`config.mk`:
```
export PLATFORM = sky130hd
export DESIGN_NAME = cmem_arbiter
export DESIGN_NICKNAME = d
export VERILOG_FILES = /design/src/rtl/cmem_arbiter.sv
export SDC_FILE = /design/constraint.sdc
export NUM_CORES = 1
export LEC_CHECK = 0
export ABC_AREA = 1
export CAP_MARGIN = 10
export CORE_ASPECT_RATIO = 0.75
export CORE_MARGIN = 2
export CORE_UTILIZATION = 40
export CTS_BUF_LIST = sky130_fd_sc_hd__clkbuf_8
export DETAILED_ROUTE_END_ITERATION = 7
export GPL_TIMING_DRIVEN = 0
export PLACE_DENSITY = 0.85
export SLEW_MARGIN = 20
export SYNTH_ARGS = -nofsm -noshare
export SYNTH_HDL_FRONTEND = slang
export SYNTH_SLANG_ARGS = --single-unit
```
`constraint.sdc`:
```
create_clock -name clk -period 1.9 [get_ports clk]
set_clock_uncertainty 0.2 [all_clocks]
set_input_delay 0.38 -clock clk [delete_from_list [all_inputs] [get_ports clk]]
set_output_delay 0.38 -clock clk [all_outputs]
set_load 0.05 [all_outputs]
```
`src/rtl/cmem_arbiter.sv`:
```
// Two-to-one round-robin arbiter merging the instruction (a) and data (b) cmem ports
// onto one shared pmem port, with one transaction outstanding at a time.
module cmem_arbiter #(
    parameter int unsigned WIDTH    = 32,
    parameter int unsigned BE_WIDTH = WIDTH / 8
) (
    input  logic                clk,
    input  logic                rst_n,

    input  logic                cmem_read_a_i,
    input  logic                cmem_write_a_i,
    input  logic [BE_WIDTH-1:0] cmem_byte_enable_a_i,
    input  logic [WIDTH-1:0]    cmem_address_a_i,
    input  logic [WIDTH-1:0]    cmem_wdata_a_i,
    output logic                cmem_resp_a_o,
    output logic [WIDTH-1:0]    cmem_rdata_a_o,

    input  logic                cmem_read_b_i,
    input  logic                cmem_write_b_i,
    input  logic [BE_WIDTH-1:0] cmem_byte_enable_b_i,
    input  logic [WIDTH-1:0]    cmem_address_b_i,
    input  logic [WIDTH-1:0]    cmem_wdata_b_i,
    output logic                cmem_resp_b_o,
    output logic [WIDTH-1:0]    cmem_rdata_b_o,

    output logic                pmem_read_o,
    output logic                pmem_write_o,
    output logic [BE_WIDTH-1:0] pmem_byte_enable_o,
    output logic [WIDTH-1:0]    pmem_address_o,
    output logic [WIDTH-1:0]    pmem_wdata_o,
    input  logic                pmem_resp_i,
    input  logic [WIDTH-1:0]    pmem_rdata_i
);

    typedef enum logic [1:0] {StIdle, StBusyA, StBusyB, StResp} state_e;

    state_e              state_q, state_d;
    logic                last_b_q, last_b_d;
    logic                req_read_q, req_read_d;
    logic                req_write_q, req_write_d;
    logic [BE_WIDTH-1:0] req_be_q, req_be_d;
    logic [WIDTH-1:0]    req_addr_q, req_addr_d;
    logic [WIDTH-1:0]    req_wdata_q, req_wdata_d;
    logic [WIDTH-1:0]    rdata_a_q, rdata_a_d;
    logic [WIDTH-1:0]    rdata_b_q, rdata_b_d;

    logic req_a, req_b, grant_b, busy;

    assign req_a = cmem_read_a_i | cmem_write_a_i;
    assign req_b = cmem_read_b_i | cmem_write_b_i;
    // On a tie, b wins unless b was the last port served.
    assign grant_b = req_b & (~req_a | ~last_b_q);

    always_comb begin
        state_d     = state_q;
        last_b_d    = last_b_q;
        req_read_d  = req_read_q;
        req_write_d = req_write_q;
        req_be_d    = req_be_q;
        req_addr_d  = req_addr_q;
        req_wdata_d = req_wdata_q;
        rdata_a_d   = rdata_a_q;
        rdata_b_d   = rdata_b_q;

        unique case (state_q)
            StIdle: begin
                if (req_a || req_b) begin
                    if (grant_b) begin
                        // A simultaneous read and write is issued as a write.
                        req_write_d = cmem_write_b_i;
                        req_read_d  = cmem_read_b_i & ~cmem_write_b_i;
                        req_be_d    = cmem_byte_enable_b_i;
                        req_addr_d  = cmem_address_b_i;
                        req_wdata_d = cmem_wdata_b_i;
                        state_d     = StBusyB;
                    end else begin
                        req_write_d = cmem_write_a_i;
                        req_read_d  = cmem_read_a_i & ~cmem_write_a_i;
                        req_be_d    = cmem_byte_enable_a_i;
                        req_addr_d  = cmem_address_a_i;
                        req_wdata_d = cmem_wdata_a_i;
                        state_d     = StBusyA;
                    end
                end
            end
            StBusyA, StBusyB: begin
                if (pmem_resp_i) begin
                    if (req_read_q) begin
                        if (state_q == StBusyB) begin
                            rdata_b_d = pmem_rdata_i;
                        end else begin
                            rdata_a_d = pmem_rdata_i;
                        end
                    end
                    last_b_d = (state_q == StBusyB);
                    state_d  = StResp;
                end
            end
            StResp: begin
                state_d = StIdle;
            end
            default: begin
                state_d = StIdle;
            end
        endcase
    end

    always_ff @(posedge clk or negedge rst_n) begin
        if (!rst_n) begin
            state_q     <= StIdle;
            last_b_q    <= 1'b0;
            req_read_q  <= 1'b0;
            req_write_q <= 1'b0;
            req_be_q    <= '0;
            req_addr_q  <= '0;
            req_wdata_q <= '0;
            rdata_a_q   <= '0;
            rdata_b_q   <= '0;
        end else begin
            state_q     <= state_d;
            last_b_q    <= last_b_d;
            req_read_q  <= req_read_d;
            req_write_q <= req_write_d;
            req_be_q    <= req_be_d;
            req_addr_q  <= req_addr_d;
            req_wdata_q <= req_wdata_d;
            rdata_a_q   <= rdata_a_d;
            rdata_b_q   <= rdata_b_d;
        end
    end

    assign busy = (state_q == StBusyA) || (state_q == StBusyB);

    // During RESP the last-grant flag already names the port being answered.
    assign pmem_read_o        = busy & req_read_q;
    assign pmem_write_o       = busy & req_write_q;
    assign pmem_byte_enable_o = req_be_q;
    assign pmem_address_o     = req_addr_q;
    assign pmem_wdata_o       = req_wdata_q;
    assign cmem_resp_a_o      = (state_q == StResp) & ~last_b_q;
    assign cmem_resp_b_o      = (state_q == StResp) & last_b_q;
    assign cmem_rdata_a_o     = rdata_a_q;
    assign cmem_rdata_b_o     = rdata_b_q;

endmodule

```
==> results of run 1 <==
-- state kept, by name (all words and copies together), names as in the netlist --
signal              cells
req_write_q             1
state_q                 2
pmem_wdata_o           32
req_read_q              1
pmem_address_o         32
last_b_q                1
pmem_byte_enable_o      4
cmem_rdata_b_o         32
cmem_rdata_a_o         32
-- placed cells by master, fill, tap and decap left out, drive strengths merged --
cell type	Yosys	layout
a21oi	1	1
buf	25	42
clkbuf	22	44
clkdlybuf4s15	0	124
clkdlybuf4s50	0	173
clkinv	0	4
clkinvlp	0	3
dfrtp	137	137
dlygate4sd3	0	1
ha	5	5
inv	109	116
nand2	295	295
nand3	72	72
nand3b	68	68
nor2	7	7
o21ai	65	65
-- per-layer routing --
layer	global-route usage	vias up	wire [um]
met5	0	-	0
met4	0.09408	0	497
met3	0.08600	30	1881
met2	0.4203	280	10230
met1	0.3041	3163	9233
li1	-	3184	-
-- per-stage QoR --
stage                     hold slack, ns  utilization  std cells  TNS, ns  power, uW
after floorplan                  -0.1156            -        806        0      12760
after global placement            0.2612       0.6171       1326  -759.90      16950
after detailed placement          0.1232       0.6192       1327   -45.02      17170
after CTS                         0.2229       0.6572       1365   -4.465      19270
after global routing              0.2346       0.6576       1367   -7.286      20360
final                             0.2363       0.6576       1367  -0.8788      19290
-- kinds of logic (layout without fill, tap and decap cells) --
logic type	Yosys count	after routing	share of synthesized area
AND/OR/NAND/NOR	442	442	0.3116
buffers and inverters	156	507	0.09477
flip-flops	137	137	0.5310
AO/OA/AOI/OAI	66	66	0.05291
adder cells (fa/ha/maj)	5	5	0.009690
-- report_power, final --
group          internal (uW)  switching [uW]  leakage, uW  total [uW]
sequential              4340             815      0.00169        5150
clock                    986            1300     0.000182        2290
combinational           3570            8280      0.00332       11800
-- cell type report --
| cell class | count | area share |
|---|---|---|
| Buffer | 47 | 0.02128 |
| Clock buffer | 18 | 0.02367 |
| Clock inverter | 14 | 0.01231 |
| Inverter | 109 | 0.03909 |
| Multi-Input combinational cell | 513 | 0.2332 |
| Sequential cell | 137 | 0.3276 |
| Tap cell | 210 | 0.02510 |
| Timing Repair Buffer | 319 | 0.3178 |
-- worst paths after layout --
kind | startpoint | to | slack [ns] | depth (start not counted)
setup / recovery | state_q[1] | pmem_write_o | -0.18 | 5
hold / removal | rst_n | cmem_rdata_b_o[8] | 0.24 | 2
hold reg to reg | pmem_address_o[4] | pmem_address_o[4] | 0.28 | 2
max in group asynchronous | rst_n | pmem_address_o[30] | 0.47 | 3
min in group clk | pmem_address_o[4] | pmem_address_o[4] | 0.28 | 2
setup reg to reg | state_q[1] | cmem_rdata_a_o[11] | -0.04 | 7
-- what timing repair did --
item                                    in CTS  in global routing
endpoints found under the hold margin       53                  0
endpoints found under the setup margin     205                107
resized for setup                          426                 35
setup buffers                                5                  2
pin swaps                                    2                  2
hold buffers                                 1                  0
-- cell usage after synthesis --
cell type	count
nand2_1	293
dfrtp_1	137
inv_1	107
nand3_1	72
nand3b_1	68
o21ai_0	64
clkbuf_1	22
buf_2	21
nor2_1	6
ha_1	5
buf_1	4
inv_2	2
nand2_2	2
a21oi_1	1
nor2_2	1
o21ai_4	1
==> reports/results.ini, run 1 <==
[timing]
slew_headroom=0.6411
post-route-period-util=1.094
finalHoldViolations=0
final_max_slew_viol_count=0
fmaxAchievable_mhz=481.3
tightest_slew_ns=0.5384
finalCriticalPeriod_ns=2.078
grt_setup_unrepaired=true
setup_viol=32
finalWorstSetupSlack_ns=-0.1778

[worst_hold_path]
hp-class=input port to asynchronous set/reset pin

[worst_setup_path]
cpMostUsedCell=inv_2
worstPathCellList=inv_2 -> ha_4 -> nand2_2 -> inv_2 -> buf_8
slowest_delay_ns=0.43
cp_max_fo=5
startpoint_type=flop
cpLargestDelayFamily=flip-flops
crit_slowest_cell=dfrtp_1
crit_buf_inv=3
critical_path_arrival_ns=1.50
critPathCaptureType=primary output
critical_path_class=flop to primary output
cp_data_required_time_ns=1.32

[placement]
portBuffers=310
dpl_worst_slack_ns=-0.4844
place_hpwl_um=16240
gp_congestion=0.8361
place_area_um2=9854

[floorplanning]
fp.dieArea_um2=17180
die_y_um=114.0
die_w_um=150.7
core_um2=15920
row_count=40
io_pins=311
initial_core_util=0.4057

[routing]
via_per_inst=4.870
drc=0
wl_um=21840
drtPass1Iterations=7
vias=6657
post_drt_wl_per_cell_um=15.98
drt-initial-drc-count=413
ant_nets=0

[synth]
synth_top_area_share=0.5310
ys_warn_count=0
ys_top_cells_by_area=dfrtp_1 (53%), nand2_1 (17%), nand3b_1 (7.9%), inv_1 (6.2%), nand3_1 (5.6%)
synthCells=806
yosysUniqueCellTypes=16
ys_ff_latch=137
synth_area_leader_cell=dfrtp_1
syn_avg_cell_area_um2=8.010
yosysSeqAreaShare=0.5310
synth_area_um2=6456
syn-num-nets=986

[run]
max-cap-violations=0

[cts]
cts_tree=yes
clock_path_buffers=2
cts-root-buf=clkbuf_8
path_clk_slew_ns=0.09
htreeDepth=4
clock_latency_ns=0.44
cts-buffers-inserted=17
cts_sinks=137

[run_status]
violations=setup timing
run_status=complete, but fails checks

[global_route]
grt_pass1_vias=6702
antenna_found_initial=0
grt-ovfl-total=0
grt_first_pass_wirelength_um=33460
grt_usage=0.2523
grt_max_degree=85

[pwr]
vdd_drop_max_uv=1086
p_leak_uw=0.005196
power_density_nw_per_um2=1843

[layout]
fillers=1287
fin_area_um2=10470
antennaDiodeCount=0
register_area_um2=3428
multi_input_area_um2=2441
drive_above_1_share=0.1945
area_delta_synth_final_pct=62.11
nets=1324

Note: power is estimated with default switching activity, not from simulation.
==> inputs of run 2 (changes only) <==
--- a/config.mk
+++ b/config.mk
@@ -9,5 +9,5 @@
 export CAP_MARGIN = 10
 export CORE_ASPECT_RATIO = 0.75
-export CORE_MARGIN = 2
+export CORE_MARGIN = 4
 export CORE_UTILIZATION = 40
 export CTS_BUF_LIST = sky130_fd_sc_hd__clkbuf_8
@@ -15,4 +15,5 @@
 export GPL_TIMING_DRIVEN = 0
 export PLACE_DENSITY = 0.85
+export RECOVER_POWER = 50
 export SLEW_MARGIN = 20
 export SYNTH_ARGS = -nofsm -noshare
==> constraint.sdc (replaced) <==
create_clock -name clk -period 1.9 [get_ports clk]
set_clock_uncertainty 0.2 [all_clocks]
set_input_delay 0.38 -clock clk [delete_from_list [all_inputs] [get_ports clk]]
set_output_delay 0.38 -clock clk [all_outputs]
set_load 0.005 [all_outputs]
==> run 2 against run 1 <==
  * The flow still finishes with violations (setup timing)
  * Count of clock-buffer cells in the layout shrank 1
  * Sequential power fell by 1%
  * Via count increased by 1.5%
  * Sequential share of layout area up 0.063 points
  * Setup slack gained 0.043 ns
  * Die area up 6.3%
  * Non-clock buffer count rose by 21
  * Critical path depth stayed put
  * Register-to-register slack about the same
  * Power decreased by 23%
  * Cell count rose by 1.2%
  * Critical endpoint is now pmem_read_o
  * Highest routed layer unchanged
==> reports/results.ini, run 2 (synthesis gave the netlist of run 1 again) <==
[run_status]
run_status=complete, but fails checks  ; unchanged
violations=setup timing  ; unchanged

[placement]
place_hpwl_um=16950  ; was 16240 um
gp_congestion=0.8529  ; was 0.8361
place_area_um2=9848  ; was 9854 um2
portBuffers=310  ; unchanged
placed_cells=1322  ; was 1327

[floorplanning]
die_y_um=118.0  ; was 114.0 um
initial_core_util=0.4161  ; was 0.4057
fp.dieArea_um2=18260  ; was 17180 um2
core_um2=15520  ; was 15920 um2
row_count=39  ; was 40
io_pins=311  ; unchanged
die_w_um=154.7  ; was 150.7 um

[pwr]
power_density_nw_per_um2=1423  ; was 1843 nW/um2
clkPwrFrac=0.176  ; was 0.119
vdd_drop_max_uv=688.8  ; was 1086 uV
p_leak_uw=0.005550  ; was 0.005196 uW
p_int_uw=9120  ; was 8893 uW
pwr-share-comb=0.481  ; was 0.614
p_sw_uw=5744  ; was 10390 uW
power_frac_seq=0.343  ; was 0.267
p_sw_frac=0.3864  ; was 0.5389

[global_route]
grt_max_degree=79  ; was 85
grt_use_met2=0.3820  ; was 0.4203
grt-ovfl-total=0  ; unchanged
grt_util_met1=0.3269  ; was 0.3041
met3_usage=0.06799  ; was 0.08600
grt_pass1_vias=6645  ; was 6702
grt_first_pass_wirelength_um=35870  ; was 33460 um
gr-max-usage-layer=met2  ; unchanged
grt_usage=0.2473  ; was 0.2523
antenna_found_initial=0  ; unchanged

[timing]
tightest_slew_ns=0.8687  ; was 0.5384 ns
post-route-period-util=1.071  ; was 1.094
finalHoldViolations=0  ; unchanged
grt_setup_unrepaired=true  ; unchanged
fmaxAchievable_mhz=491.4  ; was 481.3 MHz
slew_headroom=0.4208  ; was 0.6411
finalCriticalPeriod_ns=2.035  ; was 2.078 ns
setup_viol=10  ; was 32
whs_ns=0.2805  ; was 0.2363 ns
tns_ns=-0.5027  ; was -0.8788 ns
final_max_slew_viol_count=0  ; unchanged
finalWorstSetupSlack_ns=-0.1352  ; was -0.1778 ns

[cts]
cts_sinks=137  ; unchanged
clock_path_buffers=2  ; unchanged
path_clk_slew_ns=0.09  ; about the same
htreeDepth=4  ; unchanged
clock_latency_ns=0.45  ; was 0.44 ns
cts-buffers-inserted=17  ; unchanged
cts-root-buf=clkbuf_8  ; unchanged
cts_tree=yes  ; unchanged

[worst_hold_path]
min_delay_worst_endpoint=pmem_wdata_o[4]
hp-class=flop to flop  ; was input port to asynchronous set/reset pin
worstHoldStart=pmem_wdata_o[4]
worstHoldPathCells=2

[layout]
final_cell_mix=nand2_1 (290), clkdlybuf4s50_1 (173), dfrtp_1 (137), dlygate4sd2_1 (118), inv_1 (105)  ; was nand2_1 (290), clkdlybuf4s50_1 (173), dfrtp_1 (137), clkdlybuf4s15_2 (124), inv_1 (103)
area_delta_synth_final_pct=61.80  ; was 62.11%
antennaDiodeCount=0  ; unchanged
fillers=1298  ; was 1287
drive_above_1_share=0.1044  ; was 0.1945
fin_cells=1383  ; was 1367
final_common_cell=nand2_1  ; unchanged
nets=1345  ; was 1324
fin_area_um2=10450  ; was 10470 um2
fin_util=0.6732  ; was 0.6576

[worst_setup_path]
startpoint_type=flop  ; unchanged
critPathCaptureType=primary output  ; unchanged
cp_max_fo=4  ; was 5
reg2regPathDepth=8  ; was 7
cp_data_required_time_ns=1.32  ; about the same
critical_path_class=flop to primary output  ; unchanged
worstReg2RegStart=state_q[0]  ; was state_q[1]
critical_path_arrival_ns=1.46  ; was 1.50 ns
r2r_slack_ns=-0.03  ; was -0.04 ns
r2r-end=cmem_rdata_a_o[14]  ; was cmem_rdata_a_o[11]

[routing]
post_drt_wl_per_cell_um=16.67  ; was 15.98 um
ant_nets=0  ; unchanged
drt-initial-drc-count=643  ; was 413
wl_um=23060  ; was 21840 um
vias=6760  ; was 6657
drtPass1Iterations=5  ; was 7
drc=0  ; unchanged
via_per_inst=4.888  ; was 4.870

[run]
max-cap-violations=0  ; unchanged

run 2: changes by cell type in the layout (fill, tap and decap cells not counted), moves of 3 or more:
cell | previous run | this run
clkdlybuf4s15_2 | 124 | 0
dlygate4sd2_1 | 0 | 118
buf_4 | 7 | 28
clkdlybuf4s25_1 | 0 | 14
o21ai_0 | 63 | 55
o21ai_1 | 1 | 9
buf_6 | 2 | 8
buf_1 | 4 | 0
clkbuf_1 | 10 | 6
buf_2 | 25 | 22
buf_8 | 3 | 0
bufinv_16 | 0 | 3
run 2: power by group through the flow:
stage | Combinational, uW | Sequential [uW] | Clock (uW)
2_1_floorplan | 2870 | 5210 | 0
3_3_place_gp | 7140 | 5130 | 0
3_5_place_dp | 7330 | 5160 | 0
4_1_cts | 6930 | 5070 | 2640
5_1_grt | 7960 | 5270 | 2770
6_report | 7150 | 5100 | 2620
run 2: worst max path at each step:
stage,from,to,cells past startpoint
4_1_cts,state_q[0],pmem_write_o,5
5_1_grt,state_q[0],pmem_read_o,5
6_report,state_q[0],pmem_read_o,5
3_5_place_dp,cmem_write_a_i,req_write_q,8
2_1_floorplan,state_q[1],cmem_rdata_a_o[10],8
3_3_place_gp,rst_n,pmem_address_o[6],1
run 2: timing repair:
item | 4_1_cts | 5_1_grt
pin swaps | 1 | 2
setup buffers | 20 | 9
hold buffers | 1 | 0
endpoints found under the hold margin | 59 | 0
resized for setup | 157 | 63
endpoints found under the setup margin | 195 | 130
run 2: layer usage:
metal,share of wire,wire length [um]
met1,0.43,9823
met2,0.46,10500
met3,0.082,1882
met4,0.037,849
met5,0,0
run 2: cell type report:
type	instances	area (um2)	share of cell area
Inverter	109	409.1	0.03917
Clock inverter	15	191.4	0.01833
Tap cell	205	256.5	0.02455
Sequential cell	137	3428	0.3282
Multi-Input combinational cell	513	2459	0.2354
Buffer	46	259.0	0.02479
Clock buffer	17	234.0	0.02240
Timing Repair Buffer	341	3209	0.3072
run 2: worst max-delay path, cell delays in order (launching register included):
cell     delay (ns)
dfrtp_1        0.42
inv_2          0.09
ha_4           0.30
nand2_2        0.05
inv_2          0.06
buf_6          0.09
run 2: through the flow:
stage                     power [uW]  setup slack (ns)
after global routing           16000           -0.2153
after floorplan                 8088            0.1812
final                          14860           -0.1352
after CTS                      14630           -0.1429
after detailed placement       12490           -0.5013
after global placement         12270            -5.202
==> inputs of run 3 (changes only) <==
--- a/config.mk
+++ b/config.mk
@@ -13,6 +13,7 @@
 export CTS_BUF_LIST = sky130_fd_sc_hd__clkbuf_8
 export DETAILED_ROUTE_END_ITERATION = 7
+export DONT_BUFFER_PORTS = 1
 export GPL_TIMING_DRIVEN = 0
-export PLACE_DENSITY = 0.85
+export PLACE_DENSITY = 0.6
 export RECOVER_POWER = 50
 export SLEW_MARGIN = 20
==> constraint.sdc (replaced) <==
create_clock -name clk -period 1.9 [get_ports clk]
set_clock_uncertainty 0.2 [all_clocks]
set_input_delay 0.285 -clock clk [delete_from_list [all_inputs] [get_ports clk]]
set_output_delay 0.285 -clock clk [all_outputs]
set_load 0.005 [all_outputs]
==> run 3 against run 2 <==
  * The run ends with hold timing left
  * Power decreased by 15%
  * Hold slack lost 0.95 ns
  * Register-to-register slack improved by 0.10 ns
==> reports/results.ini, run 3 (synthesis gave the netlist of run 1 again) <==
[pwr]
p_int_uw=7383  ; was 9120 uW
p_sw_frac=0.4156  ; was 0.3864
p_leak_uw=0.004643  ; was 0.005550 uW
pwr-share-comb=0.344  ; was 0.481
power_frac_seq=0.450  ; was 0.343
clkPwrFrac=0.206  ; was 0.176
vdd_drop_max_uv=539.6  ; was 688.8 uV
power_density_nw_per_um2=1406  ; was 1423 nW/um2
power_uw=12630  ; was 14860 uW
p_sw_uw=5250  ; was 5744 uW

[timing]
slew_headroom=0.6448  ; was 0.4208
setup_viol=0  ; was 10
grt_setup_unrepaired=true  ; unchanged
tightest_slew_ns=0.5329  ; was 0.8687 ns
finalCriticalPeriod_ns=1.845  ; was 2.035 ns
finalHoldViolations=137  ; was 0
fmaxAchievable_mhz=542.1  ; was 491.4 MHz
whs_ns=-0.6684  ; was 0.2805 ns
final_max_slew_viol_count=0  ; unchanged
post-route-period-util=0.9709  ; was 1.071

[routing]
wl_um=22470  ; was 23060 um
post_drt_wl_per_cell_um=18.34  ; was 16.67 um
vias=6249  ; was 6760
via_per_inst=5.101  ; was 4.888
drt-initial-drc-count=531  ; was 643
ant_nets=0  ; unchanged
drc=0  ; unchanged
drtPass1Iterations=6  ; was 5

[floorplanning]
die_w_um=154.7  ; unchanged
die_y_um=118.0  ; unchanged
io_pins=311  ; unchanged
fp.dieArea_um2=18260  ; unchanged
initial_core_util=0.4161  ; unchanged
core_um2=15520  ; unchanged
row_count=39  ; unchanged

[cts]
htreeDepth=4  ; unchanged
cts_tree=yes  ; unchanged
clock_latency_ns=0.44  ; was 0.45 ns
cts-buffers-inserted=17  ; unchanged
cts-root-buf=clkbuf_8  ; unchanged
cts_sinks=137  ; unchanged
path_clk_slew_ns=0.08  ; was 0.09 ns
clock_path_buffers=2  ; unchanged

[layout]
area_delta_synth_final_pct=39.21  ; was 61.80%
final_common_cell=nand2_1  ; unchanged
fin_util=0.5792  ; was 0.6732
fillers=1336  ; was 1298
fin_cells=1225  ; was 1383
drive_above_1_share=0.08153  ; was 0.1044
nets=1185  ; was 1345
final_cell_mix=nand2_1 (292), dlygate4sd3_1 (174), dfrtp_1 (137), inv_1 (104), nand3_1 (71)  ; was nand2_1 (290), clkdlybuf4s50_1 (173), dfrtp_1 (137), dlygate4sd2_1 (118), inv_1 (105)

[placement]
place_hpwl_um=14510  ; was 16950 um
gp_congestion=0.8299  ; was 0.8529
portBuffers=0  ; was 310
placed_cells=1011  ; was 1322

[run_status]
violations=hold timing  ; was setup timing
run_status=complete, but fails checks  ; unchanged

[worst_setup_path]
cpMostUsedCell=inv_2  ; unchanged
critical_path_arrival_ns=1.36  ; was 1.46 ns
startpoint_type=flop  ; unchanged
cp_max_fo=6  ; was 4
critical_path_class=flop to primary output  ; unchanged
worstPathCellList=inv_2 -> ha_4 -> nand2_1 -> inv_2  ; was inv_2 -> ha_4 -> nand2_2 -> inv_2 -> buf_6
slowest_delay_ns=0.42  ; about the same
cp_data_required_time_ns=1.41  ; was 1.32 ns
crit_buf_inv=2  ; was 3
cpLargestDelayFamily=flip-flops  ; unchanged
crit_slowest_cell=dfrtp_1  ; unchanged
critPathCaptureType=primary output  ; unchanged

[global_route]
grt_max_degree=138  ; was 79
grt_first_pass_wirelength_um=34990  ; was 35870 um
grt_pass1_vias=6403  ; was 6645
grt_usage=0.2397  ; was 0.2473
grt-ovfl-total=0  ; unchanged
antenna_found_initial=2  ; was 0

[run]
max-cap-violations=0  ; unchanged

[worst_hold_path]
hp-class=input port to asynchronous set/reset pin  ; was flop to flop

[run 3: cell types whose count changed in the layout (fill, tap and decap cells not counted), moves of 8 or more]
cell,delta
dlygate4sd3_1,+173
clkdlybuf4s25_1,-14
buf_4,-17
dlygate4sd2_1,-118
buf_6,-8
clkdlybuf4s50_1,-173
[run 3: power by group through the flow]
stage | sequential (uW) | clock, uW | combinational (uW)
floorplan | 5210 | 0 | 2870
global placement | 5740 | 0 | 3660
detailed placement | 5710 | 0 | 3780
CTS | 5690 | 2670 | 4170
global route | 5840 | 2800 | 4940
finish | 5690 | 2600 | 4350
[run 3: worst paths after layout]
kind,from,end,slack [ns],depth (start not counted)
setup / recovery,state_q[1],pmem_read_o,0.06,4
hold / removal,rst_n,pmem_address_o[6],-0.67,0
setup reg to reg,state_q[1],cmem_rdata_a_o[20],0.07,8
hold reg to reg,req_write_q,req_write_q,0.29,2
max in group asynchronous,rst_n,pmem_address_o[4],1.83,0
min in group clk,cmem_write_a_i,req_read_q,0.02,4
[run 3: what timing repair did]
| item | CTS | global route |
|---|---|---|
| hold endpoints to repair | 274 | 139 |
| hold buffers | 172 | 2 |
| setup endpoints to repair | 76 | 85 |
| buffers inserted | 3 | 3 |
| pin swaps | 0 | 1 |
| gates resized for setup | 12 | 33 |
[run 3: through the flow]
| step | worst slack, ns | setup TNS [ns] | instance area, um2 |
|---|---|---|---|
| 2_1_floorplan | 0.1812 | 0 | 6456 |
| 3_3_place_gp | -0.1714 | -8.509 | 6713 |
| 3_5_place_dp | -0.2084 | -8.698 | 6713 |
| 4_1_cts | 0.009948 | 0 | 8916 |
| 5_1_grt | -0.01513 | -0.05088 | 8987 |
| 6_report | 0.05529 | 0 | 8987 |
[run 3: metal layers]
| layer | track usage | vias to the layer above | wire (um) |
|---|---|---|---|
| met1 | 0.3020 | 2951 | 9167 |
| met2 | 0.3814 | 332 | 10450 |
| li1 | - | 2909 | - |
| met4 | 0.08991 | 0 | 778 |
| met5 | 0 | - | 0 |
| met3 | 0.08196 | 57 | 2076 |
[run 3: layout make-up]
type | count | area, um2 | share of cell area
multi-input cells | 513 | 2446 | 0.2722
well taps | 205 | 256.5 | 0.02854
repair buffers | 180 | 1787 | 0.1988
clock inverters | 15 | 191.4 | 0.02130
diodes | 2 | 5.005 | 0.0005569
flip-flops and latches | 137 | 3428 | 0.3815
inverters | 109 | 409.1 | 0.04552
clock buffers | 17 | 234.0 | 0.02603
plain buffers | 47 | 230.2 | 0.02562
